==> src/rtl/fifo_pkg.sv <==
// Shared defaults and types for the FIFO status block.
// Optional high-water mark tracking is enabled with the FIFO_PEAK_EN macro.
package fifo_pkg;

  localparam int ADDR_W_DEF = 3;
  localparam int DEPTH_DEF  = 2 ** ADDR_W_DEF;

  typedef logic [ADDR_W_DEF:0] ptr_t;
  typedef logic [ADDR_W_DEF:0] lvl_t;

endpackage

==> src/rtl/fifo_level_calc.sv <==
// Combinational next-pointer and next-level computation for fifo_status.
// Accepts mirror the external counters: advance only when req=1 and the gating flag=0.
module fifo_level_calc
  import fifo_pkg::*;
#(
  parameter int ADDR_W = ADDR_W_DEF
) (
  input  logic [ADDR_W:0] wr_ptr,
  input  logic [ADDR_W:0] rd_ptr,
  input  logic            wr_req,
  input  logic            rd_req,
  input  logic            full,
  input  logic            empty,
  output logic            wr_acc,
  output logic            rd_acc,
  output logic [ADDR_W:0] nxt_wr,
  output logic [ADDR_W:0] nxt_rd,
  output logic [ADDR_W:0] nxt_lvl
);

  always_comb begin
    wr_acc  = wr_req & ~full;
    rd_acc  = rd_req & ~empty;
    // Modulo 2**(ADDR_W+1) arithmetic makes pointer wrap transparent to the level.
    nxt_wr  = wr_ptr + {{ADDR_W{1'b0}}, wr_acc};
    nxt_rd  = rd_ptr + {{ADDR_W{1'b0}}, rd_acc};
    nxt_lvl = nxt_wr - nxt_rd;
  end

endmodule

==> src/rtl/fifo_status.sv <==
// Registered FIFO status flags, occupancy, sticky error flags and optional peak level.
// Define FIFO_PEAK_EN to enable the high-water mark register; otherwise peak is tied to 0.
module fifo_status
  import fifo_pkg::*;
#(
  parameter int ADDR_W    = ADDR_W_DEF,
  parameter int AF_THRESH = 6,
  parameter int AE_THRESH = 2
) (
  input  logic            clk,
  input  logic            n_rst,
  input  logic [ADDR_W:0] wr_ptr,
  input  logic [ADDR_W:0] rd_ptr,
  input  logic            wr_req,
  input  logic            rd_req,
  input  logic            clr_err,
  output logic            full,
  output logic            empty,
  output logic            almost_full,
  output logic            almost_empty,
  output logic [ADDR_W:0] level,
  output logic            overflow,
  output logic            underflow,
  output logic [ADDR_W:0] peak
);

  // Handshake: wr_req/rd_req are valids; ~full/~empty are the matching readys.
  // A transfer happens on a rising edge where valid=1 and ready=1.

  localparam logic [ADDR_W:0] AF_L = AF_THRESH[ADDR_W:0];
  localparam logic [ADDR_W:0] AE_L = AE_THRESH[ADDR_W:0];

  logic            wr_acc;
  logic            rd_acc;
  logic [ADDR_W:0] nxt_wr;
  logic [ADDR_W:0] nxt_rd;
  logic [ADDR_W:0] nxt_lvl;
  logic            nxt_full;
  logic            nxt_empty;
  logic            ov_set;
  logic            un_set;

  fifo_level_calc #(.ADDR_W(ADDR_W)) u_calc (
    .wr_ptr  (wr_ptr),
    .rd_ptr  (rd_ptr),
    .wr_req  (wr_req),
    .rd_req  (rd_req),
    .full    (full),
    .empty   (empty),
    .wr_acc  (wr_acc),
    .rd_acc  (rd_acc),
    .nxt_wr  (nxt_wr),
    .nxt_rd  (nxt_rd),
    .nxt_lvl (nxt_lvl)
  );

  always_comb begin
    nxt_full  = (nxt_wr[ADDR_W] != nxt_rd[ADDR_W]) &&
                (nxt_wr[ADDR_W-1:0] == nxt_rd[ADDR_W-1:0]);
    nxt_empty = (nxt_wr == nxt_rd);
    ov_set    = wr_req & full;
    un_set    = rd_req & empty;
  end

  always_ff @(posedge clk) begin
    if (!n_rst) begin
      full         <= 1'b0;
      empty        <= 1'b1;
      almost_full  <= 1'b0;
      almost_empty <= 1'b1;
      level        <= '0;
      overflow     <= 1'b0;
      underflow    <= 1'b0;
    end else begin
      full         <= nxt_full;
      empty        <= nxt_empty;
      almost_full  <= (nxt_lvl >= AF_L);
      almost_empty <= (nxt_lvl <= AE_L);
      level        <= nxt_lvl;
      // A new error in the same cycle as clr_err wins over the clear.
      overflow     <= ov_set | (overflow & ~clr_err);
      underflow    <= un_set | (underflow & ~clr_err);
    end
  end

`ifdef FIFO_PEAK_EN
  logic [ADDR_W:0] peak_q;

  always_ff @(posedge clk) begin
    if (!n_rst) begin
      peak_q <= '0;
    end else if (clr_err) begin
      peak_q <= nxt_lvl;
    end else if (nxt_lvl > peak_q) begin
      peak_q <= nxt_lvl;
    end
  end

  assign peak = peak_q;
`else
  assign peak = '0;
`endif

endmodule

==> config.mk <==
export PLATFORM = sky130hd
export DESIGN_NAME = fifo_status
export DESIGN_NICKNAME = d
export VERILOG_FILES = /design/src/rtl/fifo_pkg.sv /design/src/rtl/fifo_level_calc.sv /design/src/rtl/fifo_status.sv
export SDC_FILE = /design/constraint.sdc
export NUM_CORES = 1
export LEC_CHECK = 0
export ABC_AREA = 0
export ABC_CLOCK_PERIOD_IN_PS = 3700
export BUFFER_PORTS_ARGS = -buffer_cell sky130_fd_sc_hd__buf_2
export CAP_MARGIN = 25
export CORE_AREA = 2 2 39 41
export CTS_CLUSTER_DIAMETER = 120
export CTS_CLUSTER_SIZE = 24
export DETAILED_ROUTE_END_ITERATION = 10
export DIE_AREA = 0 0 41 43
export HOLD_SLACK_MARGIN = 0.08
export PLACE_DENSITY = 0.79
export SLEW_MARGIN = 25
export SYNTH_ARGS = -nofsm -noshare
export SYNTH_HDL_FRONTEND = slang
export SYNTH_SLANG_ARGS = --single-unit
==> constraint.sdc <==
create_clock -name clk -period 3.7 [get_ports clk]
set_clock_uncertainty 0.15 [all_clocks]
set_input_delay 0.555 -clock clk [delete_from_list [all_inputs] [get_ports clk]]
set_output_delay 0.555 -clock clk [all_outputs]
set_load 0.005 [all_outputs]
==> implementation parameters <==
Parameter                              Value

Timing
  Setup violators final    0
  Unrepaired setup endpoints after global routing    false
  Share of the cycle needed by the critical path after routing    70.0%
  Fin. Hold Viols    0
  Count of final max-slew check failures    0
  Final setup TNS    0 ps
  Max Clock Freq    386 MHz
  Min Clock Period, post-route    2590 ps

Global route
  Pin count of the biggest net entering global routing    7
  Global-route wire length before repair    1.55 mm
  Initial antenna violation count    0
  Grt ovf    0
  Tot GR Track Use    13.6%
  Via count of the first global-routing pass    394

Critical path
  Crit path capture type    flop
  Largest driver fanout on the critical path    5
  Arrival time at the worst endpoint    2630 ps
  Startpoint type of the worst setup path    input port
  Required time at the endpoint of the critical path    3740 ps
  Type of the setup path with the least slack    in -> reg

Pwr
  Portion of total power attributed to the clock network    30.8%
  Total power draw    0.334 mW
  Switching Power    0.0969 mW
  Switching power as a share of total power    29.0%
  Part of the total power dissipated in sequential elements    39.1%
  Internal power consumption    0.237 mW
  Peak supply drop    0.186 mV
  Ratio of total power to cell area    477 mW/mm^2
  Power share of the combinational group    30.1%
  Leakage power    0.370 nW

Synthesis
  Synth cell count leaders    sky130_fd_sc_hd__dfxtp_1 (10), sky130_fd_sc_hd__ha_1 (7), sky130_fd_sc_hd__inv_1 (5), sky130_fd_sc_hd__buf_4 (4)
  Register bit count reported by yosys    10
  Area share of the largest cell type after synthesis    36.2%
  Cell types with the largest area share after synthesis    sky130_fd_sc_hd__dfxtp_1 (36%), sky130_fd_sc_hd__ha_1 (16%), sky130_fd_sc_hd__buf_4 (5.4%)
  Most used standard cell by instance count after synthesis    sky130_fd_sc_hd__dfxtp_1
  Cell variety after synth    21
  Syn_area_per_cell    9.88 um^2
  Library cell with the largest summed area after synthesis    sky130_fd_sc_hd__dfxtp_1
  Part of the Yosys area used for sequential elements    36.2%
  Post-synthesis cell area    553 um^2
  Async set-reset flop share out of synthesis    0%
  Dominant register cell in the synthesized netlist    sky130_fd_sc_hd__dfxtp_1
  Number of enable flip-flop cells after synthesis    0
  Post-synthesis cell count    56
  Number of warning messages in the yosys log    0

Cells and area
  Final design utilization    50.6%
  Diodes inserted    0
  Net total in the final layout    102
  Synth-to-layout area growth    26.7%
  Share of cells above drive strength 1    33.3%
  Finished Layout Cells    97

Floorplan
  Number of primary I/O pins    27
  Site Rows    14
  Height of the die    43 um
  Core outline area    0.00138 mm^2
  Overall die width    41 um
  DIE AREA    0.00176 mm^2
  Starting utilization of the core area    40.0%

Detailed routing
  Total wire length    1.04 mm
  Number of routed nets with antenna violations    0
  Final routed DRC violation total    0
  Post-DR vias/cell    4.61
  Drt pass-1 iters    4
  DR iter-0 viols    3
  Total number of vias    447
  Routed wirelength normalized by instance count    10.8 um

CTS
  Clock root cell    sky130_fd_sc_hd__clkbuf_4
  Clock latency on the worst-skew pair    280 ps
  CTS hold repair buffers    0
  Clock input transition at the sequential cells of the worst setup and hold paths    70 ps
  TritonCTS clock tree    done
  Postcts setup bufs    0
  Count of H-tree levels built during CTS    1
  Number of CTS-inserted buffers    3
  Number of resized instances in the post-cts repair step    0
  Maximum root-to-sink buffer count    2
  Clock sink count    10

Worst hold path
  Min-Delay Path Class    reg -> reg

Placement
  Number of cells after detailed placement    93
  DPL Wire Length    856 um
  RePlAce Congestion    0.729
  Number of buffers inserted by port buffering    22

Run status
  Outcome    complete, no violations

Job
  Max-cap violation count    0
per-stage QoR:
stage	area, um^2	setup WS (ps)	hold slack [ps]
5_1_grt	701	987	373
4_1_cts	701	1130	344
6_report	701	1110	340
3_3_place_gp	664	908	319
2_1_floorplan	564	1120	335
3_5_place_dp	664	829	326
worst paths after layout:
path | start | to | slack, ps | cells past startpoint
worst max register to register | full$_SDFF_PN0_ | almost_empty$_SDFF_PN1_ | 1200 | 9
worst min register to register | overflow$_SDFF_PN0_ | overflow$_SDFF_PN0_ | 340 | 2
worst min-delay path | overflow$_SDFF_PN0_ | overflow$_SDFF_PN0_ | 340 | 2
worst max-delay path | wr_req | almost_empty$_SDFF_PN1_ | 1110 | 10
flip-flops by register name, indices dropped and copies added (netlist names):
name and cells:
full 1, empty 1, level 4, almost_full 1, underflow 1, overflow 1
almost_empty 1
worst max-delay path, cell delays in order:
cell and delay [ps]:
sky130_fd_sc_hd__buf_2 100, sky130_fd_sc_hd__nor2b_1 120, sky130_fd_sc_hd__ha_1 200, sky130_fd_sc_hd__ha_1 190
sky130_fd_sc_hd__xor2_1 160, sky130_fd_sc_hd__ha_1 350, sky130_fd_sc_hd__nor3b_1 160, sky130_fd_sc_hd__a311oi_1 330
sky130_fd_sc_hd__xor2_1 170, sky130_fd_sc_hd__a221oi_2 280
power by group through the flow:
stage | clock [mW] | sequential [mW] | combinational (mW)
after floorplan | 0 | 0.137 | 0.0632
after global placement | 0 | 0.133 | 0.0975
after detailed placement | 0 | 0.134 | 0.101
after CTS | 0.105 | 0.131 | 0.102
after global routing | 0.109 | 0.133 | 0.114
final | 0.103 | 0.131 | 0.101
layout by cell type, fill, tap and decap left out:
cell / n
sky130_fd_sc_hd__nand2_1: 1
sky130_fd_sc_hd__xnor2_1: 3
sky130_fd_sc_hd__nor2b_1: 3
sky130_fd_sc_hd__a221oi_2: 1
sky130_fd_sc_hd__a22oi_1: 2
sky130_fd_sc_hd__inv_1: 5
sky130_fd_sc_hd__a22o_1: 1
sky130_fd_sc_hd__nor3_1: 2
sky130_fd_sc_hd__nor3b_1: 2
sky130_fd_sc_hd__ha_1: 7
sky130_fd_sc_hd__buf_2: 22
sky130_fd_sc_hd__nor2_1: 3
sky130_fd_sc_hd__xnor3_1: 1
sky130_fd_sc_hd__conb_1: 4
sky130_fd_sc_hd__and2_1: 2
sky130_fd_sc_hd__o21a_1: 1
sky130_fd_sc_hd__clkbuf_8: 1
sky130_fd_sc_hd__a311oi_1: 1
sky130_fd_sc_hd__dfxtp_1: 10
sky130_fd_sc_hd__nand3_1: 3
sky130_fd_sc_hd__clkbuf_4: 3
sky130_fd_sc_hd__xor2_1: 2
sky130_fd_sc_hd__o21ai_0: 1
per-layer routing:
metal | track usage, % | wire length [um] | up-vias
li1 | - | - | 233
met1 | 14.3 | 441 | 192
met2 | 21.9 | 505 | 20
met3 | 3.14 | 74 | 2
met4 | 10.0 | 23 | 0
met5 | 0 | 0 | -
cell type report:
| cell class | instances | area (um^2) |
|---|---|---|
| timing repair buffer | 22 | 110 |
| multi-input combinational | 40 | 315 |
| clock buffer | 4 | 36.3 |
| tap | 16 | 20.0 |
| fill | 134 | 683 |
| inverter | 5 | 18.8 |
| sequential | 10 | 200 |
cell families (layout without fill, tap and decap cells):
family / count (synthesis) / after routing / share of synthesized area [%]
and+or+nand+nor: 16 / 16 / 15.6
DFF: 10 / 10 / 36.2
buffers and inverters: 9 / 31 / 8.82
adders and majority gates: 7 / 7 / 15.8
AOI/OAI and AO/OA: 7 / 7 / 10.9
xor gates and xnor gates: 6 / 6 / 12.0
other: 1 / 4 / 0.678
No activity file was read; power rests on OpenSTA's default activity.
